$ cat config.mk
export PLATFORM = sky130hd
export DESIGN_NAME = seq_mul_flat
export DESIGN_NICKNAME = d
export VERILOG_FILES = /design/src/rtl/seq_mul_if.sv /design/src/rtl/seq_mul.sv /design/src/flat_wrapper.sv
export SDC_FILE = /design/constraint.sdc
export NUM_CORES = 1
export LEC_CHECK = 0
export ABC_AREA = 1
export CORE_MARGIN = 2
export CORE_UTILIZATION = 56
export CTS_BUF_LIST = sky130_fd_sc_hd__clkbuf_4
export DETAILED_ROUTE_END_ITERATION = 10
export PLACE_DENSITY_LB_ADDON = 0.1
export SLEW_MARGIN = 10
export SYNTH_ARGS = -nofsm -noshare
export SYNTH_HDL_FRONTEND = slang
export SYNTH_SLANG_ARGS = --single-unit
export TNS_END_PERCENT = 30
$ cat constraint.sdc
create_clock -name clk -period 2.66 [get_ports clk]
set_clock_uncertainty 0.15 [all_clocks]
set_input_delay 0.532 -clock clk [delete_from_list [all_inputs] [get_ports clk]]
set_output_delay 0.532 -clock clk [all_outputs]
set_load 0.01 [all_outputs]
$ cat src/rtl/seq_mul_if.sv
// Handshake/operand bundle for seq_mul: the master drives start and operands, the slave returns busy/done/y.
interface seq_mul_if #(
  parameter int W = 4
);
  logic           start;
  logic [W-1:0]   a;
  logic [W-1:0]   b;
  logic           sgn;
  logic           busy;
  logic           done;
  logic [2*W-1:0] y;

  modport master (
    output start, a, b, sgn,
    input  busy, done, y
  );

  modport slave (
    input  start, a, b, sgn,
    output busy, done, y
  );
endinterface

$ cat src/rtl/seq_mul.sv
// Shift-add sequential multiplier that does one partial-product add per clock and W clocks per product.
// Optional two's-complement mode is enabled by defining SEQ_MUL_SIGNED_EN.
module seq_mul #(
  parameter int W = 4
) (
  input logic      clk,
  input logic      rst,
  seq_mul_if.slave bus
);

  localparam int CW = $clog2(W);

  typedef enum logic [1:0] {IDLE, RUN, DONE} state_t;

  state_t         r_state;
  logic [2*W-1:0] r_ra;
  logic [2*W-1:0] r_acc;
  logic [2*W-1:0] r_y;
  logic [W-1:0]   r_rb;
  logic [CW-1:0]  r_cnt;
  logic           r_neg;
  logic           r_busy;
  logic           r_done;

  logic           w_sgn;
  logic [W-1:0]   w_absA;
  logic [W-1:0]   w_absB;
  logic [2*W-1:0] w_accNext;

  // The magnitude of -2^(W-1) is 2^(W-1), which is still exact as a W-bit unsigned value.
  always_comb begin
`ifdef SEQ_MUL_SIGNED_EN
    w_sgn  = bus.sgn;
    w_absA = (bus.sgn && bus.a[W-1]) ? (~bus.a + 1'b1) : bus.a;
    w_absB = (bus.sgn && bus.b[W-1]) ? (~bus.b + 1'b1) : bus.b;
`else
    w_sgn  = 1'b0;
    w_absA = bus.a;
    w_absB = bus.b;
`endif
    w_accNext = r_acc + (r_rb[0] ? r_ra : '0);
  end

  always_ff @(posedge clk) begin
    if (rst) begin
      r_state <= IDLE;
      r_ra    <= '0;
      r_acc   <= '0;
      r_y     <= '0;
      r_rb    <= '0;
      r_cnt   <= '0;
      r_neg   <= 1'b0;
      r_busy  <= 1'b0;
      r_done  <= 1'b0;
    end else begin
      case (r_state)
        IDLE, DONE: begin
          r_done <= 1'b0;
          if (bus.start) begin
            r_ra    <= {{W{1'b0}}, w_absA};
            r_rb    <= w_absB;
            r_acc   <= '0;
            r_cnt   <= '0;
            r_neg   <= w_sgn & (bus.a[W-1] ^ bus.b[W-1]);
            r_state <= RUN;
            r_busy  <= 1'b1;
          end else begin
            r_state <= IDLE;
            r_busy  <= 1'b0;
          end
        end
        RUN: begin
          r_acc <= w_accNext;
          r_ra  <= r_ra << 1;
          r_rb  <= r_rb >> 1;
          r_cnt <= r_cnt + 1'b1;
          // The last step must include this cycle's add, so the result comes from w_accNext.
          if (r_cnt == CW'(W - 1)) begin
            r_y     <= r_neg ? (~w_accNext + 1'b1) : w_accNext;
            r_state <= DONE;
            r_busy  <= 1'b0;
            r_done  <= 1'b1;
          end
        end
        default: begin
          r_state <= IDLE;
          r_busy  <= 1'b0;
          r_done  <= 1'b0;
        end
      endcase
    end
  end

  assign bus.busy = r_busy;
  assign bus.done = r_done;
  assign bus.y    = r_y;

endmodule

$ cat src/flat_wrapper.sv
// flat-port wrapper written by rule: the top's interface ports become plain ports
module seq_mul_flat 
#(
  parameter int W = 4
)
  (clk, rst, bus_start, bus_a, bus_b, bus_sgn, bus_busy, bus_done, bus_y);
  seq_mul_if #(.W(W)) bus_i ();
  input logic clk;
  input logic rst;
  input wire logic [$bits(bus_i.start)-1:0] bus_start;
  input wire logic [$bits(bus_i.a)-1:0] bus_a;
  input wire logic [$bits(bus_i.b)-1:0] bus_b;
  input wire logic [$bits(bus_i.sgn)-1:0] bus_sgn;
  output wire logic [$bits(bus_i.busy)-1:0] bus_busy;
  output wire logic [$bits(bus_i.done)-1:0] bus_done;
  output wire logic [$bits(bus_i.y)-1:0] bus_y;
  assign bus_i.start = bus_start;
  assign bus_i.a = bus_a;
  assign bus_i.b = bus_b;
  assign bus_i.sgn = bus_sgn;
  assign bus_busy = bus_i.busy;
  assign bus_done = bus_i.done;
  assign bus_y = bus_i.y;
  seq_mul #(.W(W)) u_core (.clk(clk), .rst(rst), .bus(bus_i));
endmodule
After elaboration in Yosys (flattened, before gate mapping):

Cells that the tools add are included.

* bits in registers: 34
* bits of input ports: 12
* output and inout port bits: 10
* logic and storage cells: 37

* add/subtract/negate cells: 2
* eq/ne operators: 5
* multiplexer cells: 15
* bitwise operators: 1
* reductions and logical operators: 6

Operator list (number)
* $pmux W8 S2: 2
* $mux W8: 3
* $add A8 B8 Y8: 1
* $pmux W2 S2: 2
* $pmux W4 S2: 1
* $eq A2 B2 Y1 const B: 2
* $mux W2: 2
* $mux W4: 1
* $reduce_and A2 Y1: 2
* $reduce_or A2 Y1: 2
* $mux W1: 3
* $add A2 B1 Y2 const B: 1
* $eq A2 B1 Y1 const B: 1
* $logic_not A2 Y1: 1
* $ne A2 B1 Y1 const B: 1
* $ne A2 B2 Y1 const B: 1
* $pmux W1 S2: 1
* $reduce_bool A2 Y1: 1
* $not A1 Y1: 1

Depth between registers and ports, before layout:

Gate-level depths: netlist of run 1.

* depth after elaboration: 4
* depth in mapped cells: 14
* mapped depth without buffers: 13

Least setup slack after synthesis of run 1:

No wires, ideal clock.

* path kind: register to register
* start: register u_core.r_rb[0]
* end: register u_core.r_y[6] (netlist: u_core.bus.y[6])
* setup time: 0.109 ns
* data arrival time: 1.581 ns
* path slack: 0.821 ns
* cell stages (with the launch flop): 14
* path buffers: 1
* period minus slack after synthesis: 1.839 ns
* cell sequence: dfxtp_1 -> buf_2 -> nand2_1 -> inv_1 -> ha_1 -> fa_1 -> nand2_1 -> nand2_1 -> nand3b_1 -> nand3b_1 -> nand2_1 -> nand2_1 -> nand2_1 -> inv_1

* word-level cells in the longest chain between the ends: 2

Ends and longest elaborated chain
* start, declared: RTL line seq_mul.sv:19 `logic [W-1:0] r_rb;`
* start signal, assigned: RTL line seq_mul.sv:61 `r_rb <= w_absB;`
* start signal, assigned: RTL line seq_mul.sv:75 `r_rb <= r_rb >> 1;`
* $mux W8: RTL line seq_mul.sv:41 `w_accNext = r_acc + (r_rb[0] ? r_ra : '0);`
* $add A8 B8 Y8: RTL line seq_mul.sv:41
* end signal, assigned: RTL line seq_mul.sv:79 `r_y <= r_neg ? (~w_accNext + 1'b1) : w_accNext;`
* end, declared: RTL line seq_mul.sv:18 `logic [2*W-1:0] r_y;`

Every way passes these cells.
A chain may end at the register's enable or synchronous reset.

Worst setup path after layout of run 1:

Ends and elaborated chain as after synthesis.

==> flow_summary.ini, run 1 <==
[outcome]
status = completed

[synth]
synthesis.nets = 244
synthCells = 223
synth_cell_types = 32
synth_ff_type = dfxtp_1
yosys_register_bits = 33
ys_warn_count = 0
synth.cell_area_um2 = 1630
ys_async_sr_fraction_pct = 0
synth_edf_count = 0
synth.avg_cell_area_um2 = 7.32
seq_area_frac_synth_pct = 40.5

[timing]
tns_ps = 0
rsz0062_at_grt = no
finalHoldViolations = 0
fin_crit_sh_pct = 77.3
period_needed_ps = 2050
fin_ws_ps = 605
finalSetupViolations = 0
fmax_mhz = 487
drv_slew = 0
tightestPinTransition_ps = 429
relSlewSlack_pct = 71.4

[floorplanning]
initial_core_util_pct = 59.2
io-pin-count = 22
dieWidth_um = 58.0
rows = 19
core_area_um2 = 2760
die_area_um2 = 3360
die_y_um = 58.0

[grt]
grt_usage_pct = 23.3
gr-total-overflow = 0
grt_max_degree = 20
grt_antenna_before_repair = 0
first_global_vias = 1431
grt_pass1_wl_um = 5980

[worst_setup_path]
crit_slowest_cell = dfxtp_1
cp_data_arrival_time_ps = 2150
worstSetupEndpointType = flop
regToRegEndpoint = u_core.bus.y[6]$_SDFFE_PP0P_
rr_worst_depth = 12
cp_common_cell = nand2_1
crit_buf_inv = 2
cp_cell_sequence = nand2_1 -> inv_1 -> ha_1 -> fa_1 -> nand2_1 -> nand2_1 -> nand3b_1 -> nand3b_1 -> nand2_1 -> nand2_1 -> nand2_1 -> inv_1
cp_max_fo = 9
cp.required_ps = 2750
r2r_slack_ps = 610
crit_type = flop to flop
cp_top_family = simple AND/OR/NAND/NOR gates
r2r_start = u_core.r_rb[0]$_SDFFE_PP0P_
crit_path_start_kind = flop
cpPeakStageDelay_ps = 410

[pwr]
internal_power_mw = 0.768
p_seq_share_pct = 51.2
irDropWorstVdd_mv = 0.517
p_switching_mw = 0.265
powerDensity_nw_per_um2 = 536
power.share.switching_pct = 25.6
leakage_nw = 0.917
combPwrFrac_pct = 12.3
clock_power_share_pct = 36.4

[cts]
cts_tree = done
cts.path.max_buffers = 2
cts-root-buf = clkbuf_4
clk-insertion-delay-late_ps = 330
cts_num_sinks = 33
post_cts_resized = 0
cts_made_buffers = 5
htree_levels = 2
cts_setup_buffers = 0
path_clk_slew_ps = 100
cts-hold-fix-buffers = 0

[routing]
drt_iter0_markers = 81
post_drt_via_cell_ratio = 5.34
firstDrtPassIters = 4
vias = 1480
ant_nets = 0
wl_per_cell_um = 12.2
drc_errors = 0
wirelength_um = 3390

[cells_and_area]
fin_util_pct = 69.8
final_cell_count_no_fill = 277
final_common_cell = nand2_1
stdcell_area_um2 = 1920
final_cell_mix = nand2_1 (71), dfxtp_1 (33), inv_1 (24), a21oi_1 (20), clkdlybuf4s50_1 (20)
nNetsFinal = 266
drive_gt1_share_pct = 7.72
area_growth_pct = 17.9
diodes = 0

[worst_hold_path]
holdPathStages = 1
holdPathEnd = u_core.r_cnt[0]$_SDFFE_PP0P_
hp-start = u_core.r_cnt[0]$_SDFFE_PP0P_
hold_path.class = flop to flop

[placed_design]
place_congestion = 0.880
dp_hpwl_um = 2470
io_buffer_count = 20
placed_cell_area_um2 = 1850
place_ws_ps = 645
placedCellCount = 269

[flow_run]
maxCapViolCount = 0
-- cells in the mapped netlist (2+ instances only) --
library cell / count / area share, %
nand3b_1: 2 / 0.92
buf_2: 3 / 0.92
a21oi_1: 20 / 6.1
o21ai_0: 5 / 1.5
xnor2_1: 2 / 1.1
dfxtp_1: 33 / 40
o21ai_1: 8 / 2.5
inv_4: 2 / 0.77
ha_1: 8 / 6.1
a31oi_1: 3 / 1.1
xor2_1: 2 / 1.1
nand3_1: 10 / 3.1
nor2_1: 9 / 2.1
o21bai_1: 2 / 0.92
nand2_1: 71 / 16
inv_1: 24 / 5.5
inv_2: 2 / 0.46
o21a_1: 3 / 1.4
-- cell type report --
type / count / area [um^2]
Sequential cell: 33 / 661
Fill cell: 234 / 833
Clock buffer: 6 / 45.0
Tap cell: 31 / 38.8
Clock inverter: 2 / 33.8
Timing Repair Buffer: 22 / 215
Multi-Input combinational cell: 154 / 816
Inverter: 29 / 115
-- worst max-delay path by stage --
stage	slack, ps	startpoint	to	cells past startpoint
floorplan	820	u_core.r_rb[0]$_SDFFE_PP0P_	u_core.bus.y[6]$_SDFFE_PP0P_	13
global placement	710	u_core.r_rb[0]$_SDFFE_PP0P_	u_core.bus.y[6]$_SDFFE_PP0P_	12
detailed placement	650	u_core.r_rb[0]$_SDFFE_PP0P_	u_core.bus.y[6]$_SDFFE_PP0P_	12
CTS	630	u_core.r_rb[0]$_SDFFE_PP0P_	u_core.r_acc[6]$_SDFFE_PP0P_	11
global route	470	u_core.r_rb[0]$_SDFFE_PP0P_	u_core.r_acc[6]$_SDFFE_PP0P_	11
finish	610	u_core.r_rb[0]$_SDFFE_PP0P_	u_core.bus.y[6]$_SDFFE_PP0P_	12
-- power groups by stage --
stage	Clock [mW]	Combinational, mW	Sequential [mW]
global placement	0	0.123	0.539
floorplan	0	0.0956	0.534
detailed placement	0	0.127	0.540
global route	0.406	0.142	0.531
finish	0.376	0.127	0.529
CTS	0.385	0.127	0.529
-- through the flow --
| stage | hold WS (ps) | total power [mW] |
|---|---|---|
| 2_1_floorplan | 283 | 0.630 |
| 3_3_place_gp | 301 | 0.662 |
| 3_5_place_dp | 305 | 0.667 |
| 4_1_cts | 320 | 1.04 |
| 5_1_grt | 341 | 1.08 |
| 6_report | 317 | 1.03 |
-- cell families (layout without fill, tap and decap cells) --
logic type / count (synthesis) / after routing / share of synthesized area (%)
xor+xnor: 4 / 4 / 2.15
compound gates: 42 / 42 / 13.9
simple gates: 99 / 99 / 26.5
fa+ha+maj: 9 / 9 / 7.36
flops: 33 / 33 / 40.5
buf+inv: 36 / 59 / 9.58
-- per-layer routing --
layer	GRT usage, %	wire length [um]
met1	28.0	1450
met2	39.0	1690
met5	0	0
met4	11.0	89
met3	6.03	163
-- registers in the layout (all words and copies together) (netlist names) --
| signal | flops |
|---|---|
| u_core.bus.y | 8 |
| u_core.r_acc | 8 |
| u_core.r_ra | 8 |
| u_core.r_rb | 4 |
| u_core.r_cnt | 2 |
| u_core.bus.busy | 1 |
| u_core.bus.done | 1 |
| u_core.r_state | 1 |
Power figures use the tool's default switching activity.
==> inputs of run 2 (changes only) <==
CORE_UTILIZATION = 51   (was 56)
clock period = 1.65 ns   (was 2.66 ns; I/O delays follow)
==> flow_summary.ini, run 2 (synthesis results as in run 1) <==
[cells_and_area]
diodes = 0
area_growth_pct = 33.6
final_common_cell = nand2_1
stdcell_area_um2 = 2180
final_cell_mix = nand2_1 (64), dfxtp_1 (32), inv_1 (22), buf_4 (19), a21oi_1 (15)
drive_gt1_share_pct = 22.7
fin_util_pct = 71.5
final_cell_count_no_fill = 308
nNetsFinal = 284

[grt]
grt_pass1_wl_um = 5920
gr-total-overflow = 0
grt_max_degree = 20
grt_antenna_before_repair = 0
grt_usage_pct = 22.0
first_global_vias = 1400

[pwr]
p_seq_share_pct = 49.6
powerDensity_nw_per_um2 = 787
power.share.switching_pct = 26.8
irDropWorstVdd_mv = 0.488
leakage_nw = 1.05
combPwrFrac_pct = 15.1
p_switching_mw = 0.461
internal_power_mw = 1.26
clock_power_share_pct = 35.3
power_mw = 1.72

[placed_design]
dp_hpwl_um = 2410
place_congestion = 0.846
io_buffer_count = 20
placed_cell_area_um2 = 1990
placedCellCount = 298

[outcome]
violations = setup timing
status = finished, violations left

[cts]
cts_tree = done
clk-insertion-delay-late_ps = 350
cts_made_buffers = 5
htree_levels = 2
cts.path.max_buffers = 2
cts_num_sinks = 33
cts-root-buf = clkbuf_4
path_clk_slew_ps = 110

[worst_setup_path]
crit_slowest_cell = dfxtp_4
cp.required_ps = 1750
crit_type = flop to flop
cp_cell_sequence = nand2_2 -> inv_2 -> ha_4 -> fa_2 -> nand2_2 -> nand2_2 -> nand3b_1 -> nand3b_1 -> nand2_1 -> nand2_1 -> nand2_1 -> inv_1
crit_start = u_core.r_rb[0]$_SDFFE_PP0P_
cp_data_arrival_time_ps = 1880
worstSetupEndpointType = flop
cp_max_fo = 6
crit_buf_inv = 2
r2r_start = u_core.r_rb[0]$_SDFFE_PP0P_
cpPeakStageDelay_ps = 390
crit_path_start_kind = flop
cp_top_family = simple AND/OR/NAND/NOR gates

[flow_run]
maxCapViolCount = 0

[routing]
wirelength_um = 3500
wl_per_cell_um = 11.4
drt_iter0_markers = 74
ant_nets = 0
drc_errors = 0
firstDrtPassIters = 4
vias = 1517
post_drt_via_cell_ratio = 4.93

[timing]
tns_ps = -759
rsz0062_at_grt = yes
relSlewSlack_pct = 85.6
fin_crit_sh_pct = 108
period_needed_ps = 1780
finalSetupViolations = 11
fin_ws_ps = -125
fmax_mhz = 563
tightestPinTransition_ps = 214
finalHoldViolations = 0
drv_slew = 0

[worst_hold_path]
hold_path.class = flop to flop
hp-start = u_core.r_rb[3]$_SDFFE_PP0P_

[floorplanning]
die_y_um = 60.6
initial_core_util_pct = 53.5
core_area_um2 = 3050
rows = 20
io-pin-count = 22
die_area_um2 = 3670
dieWidth_um = 60.6
==> run 2: cell count changes in the layout (fill, tap and decap cells not counted), sizes merged <==
cell and delta:
clkinvlp +1, dlygate4sd2 +10, clkbuf -1, clkdlybuf4s50 -10, buf +18
==> run 2: cell type report <==
class                      instances  area [um^2]
fill                             265          871
tap                               44         55.1
sequential                        33          664
inverter                          29          115
clock inverter                     3         41.3
clock buffer                       5         37.5
multi-input combinational        154          927
timing repair buffer              40          342
==> run 2: power by group through the flow <==
stage          clock network [mW]  logic, mW  registers [mW]
6_report                    0.607      0.259           0.852
5_1_grt                     0.650      0.287           0.856
4_1_cts                     0.619      0.255           0.851
3_5_place_dp                    0      0.236           0.868
3_3_place_gp                    0      0.236           0.869
2_1_floorplan                   0      0.158           0.862
==> run 2: routing by layer <==
metal	GRT usage [%]	part of all wire, %
met3	7.04	4.4
met5	0	0
met4	6.52	1.3
met1	26.2	44
met2	37.9	50
==> run 2: worst paths after layout <==
kind	end	slack (ps)	cells past startpoint
max reg2reg	u_core.bus.y[6]$_SDFFE_PP0P_	-130	12
min reg2reg	u_core.r_rb[3]$_SDFFE_PP0P_	320	2
max	u_core.bus.y[6]$_SDFFE_PP0P_	-130	12
min	u_core.r_rb[3]$_SDFFE_PP0P_	320	2
==> run 2: what timing repair did <==
action / in CTS / in global routing
endpoints found under the setup margin: 24 / 12
gates resized for setup: 26 / 10
pin swaps: 14 / 5
hold buffers: 0 / 0
buffers inserted: 2 / 0
==> run 2: worst reg2reg max path, delay by kind of cell (launching register included) <==
family	cells	cell delay [ps]
simple gates	8	560
fa+ha+maj	2	520
flops	1	390
buf+inv	2	70
==> run 2: metrics by stage <==
stage / setup slack (ps) / hold slack (ps)
after floorplan: -95.5 / 283
after global placement: -188 / 303
after detailed placement: -222 / 306
after CTS: -133 / 322
after global routing: -294 / 350
final: -125 / 317
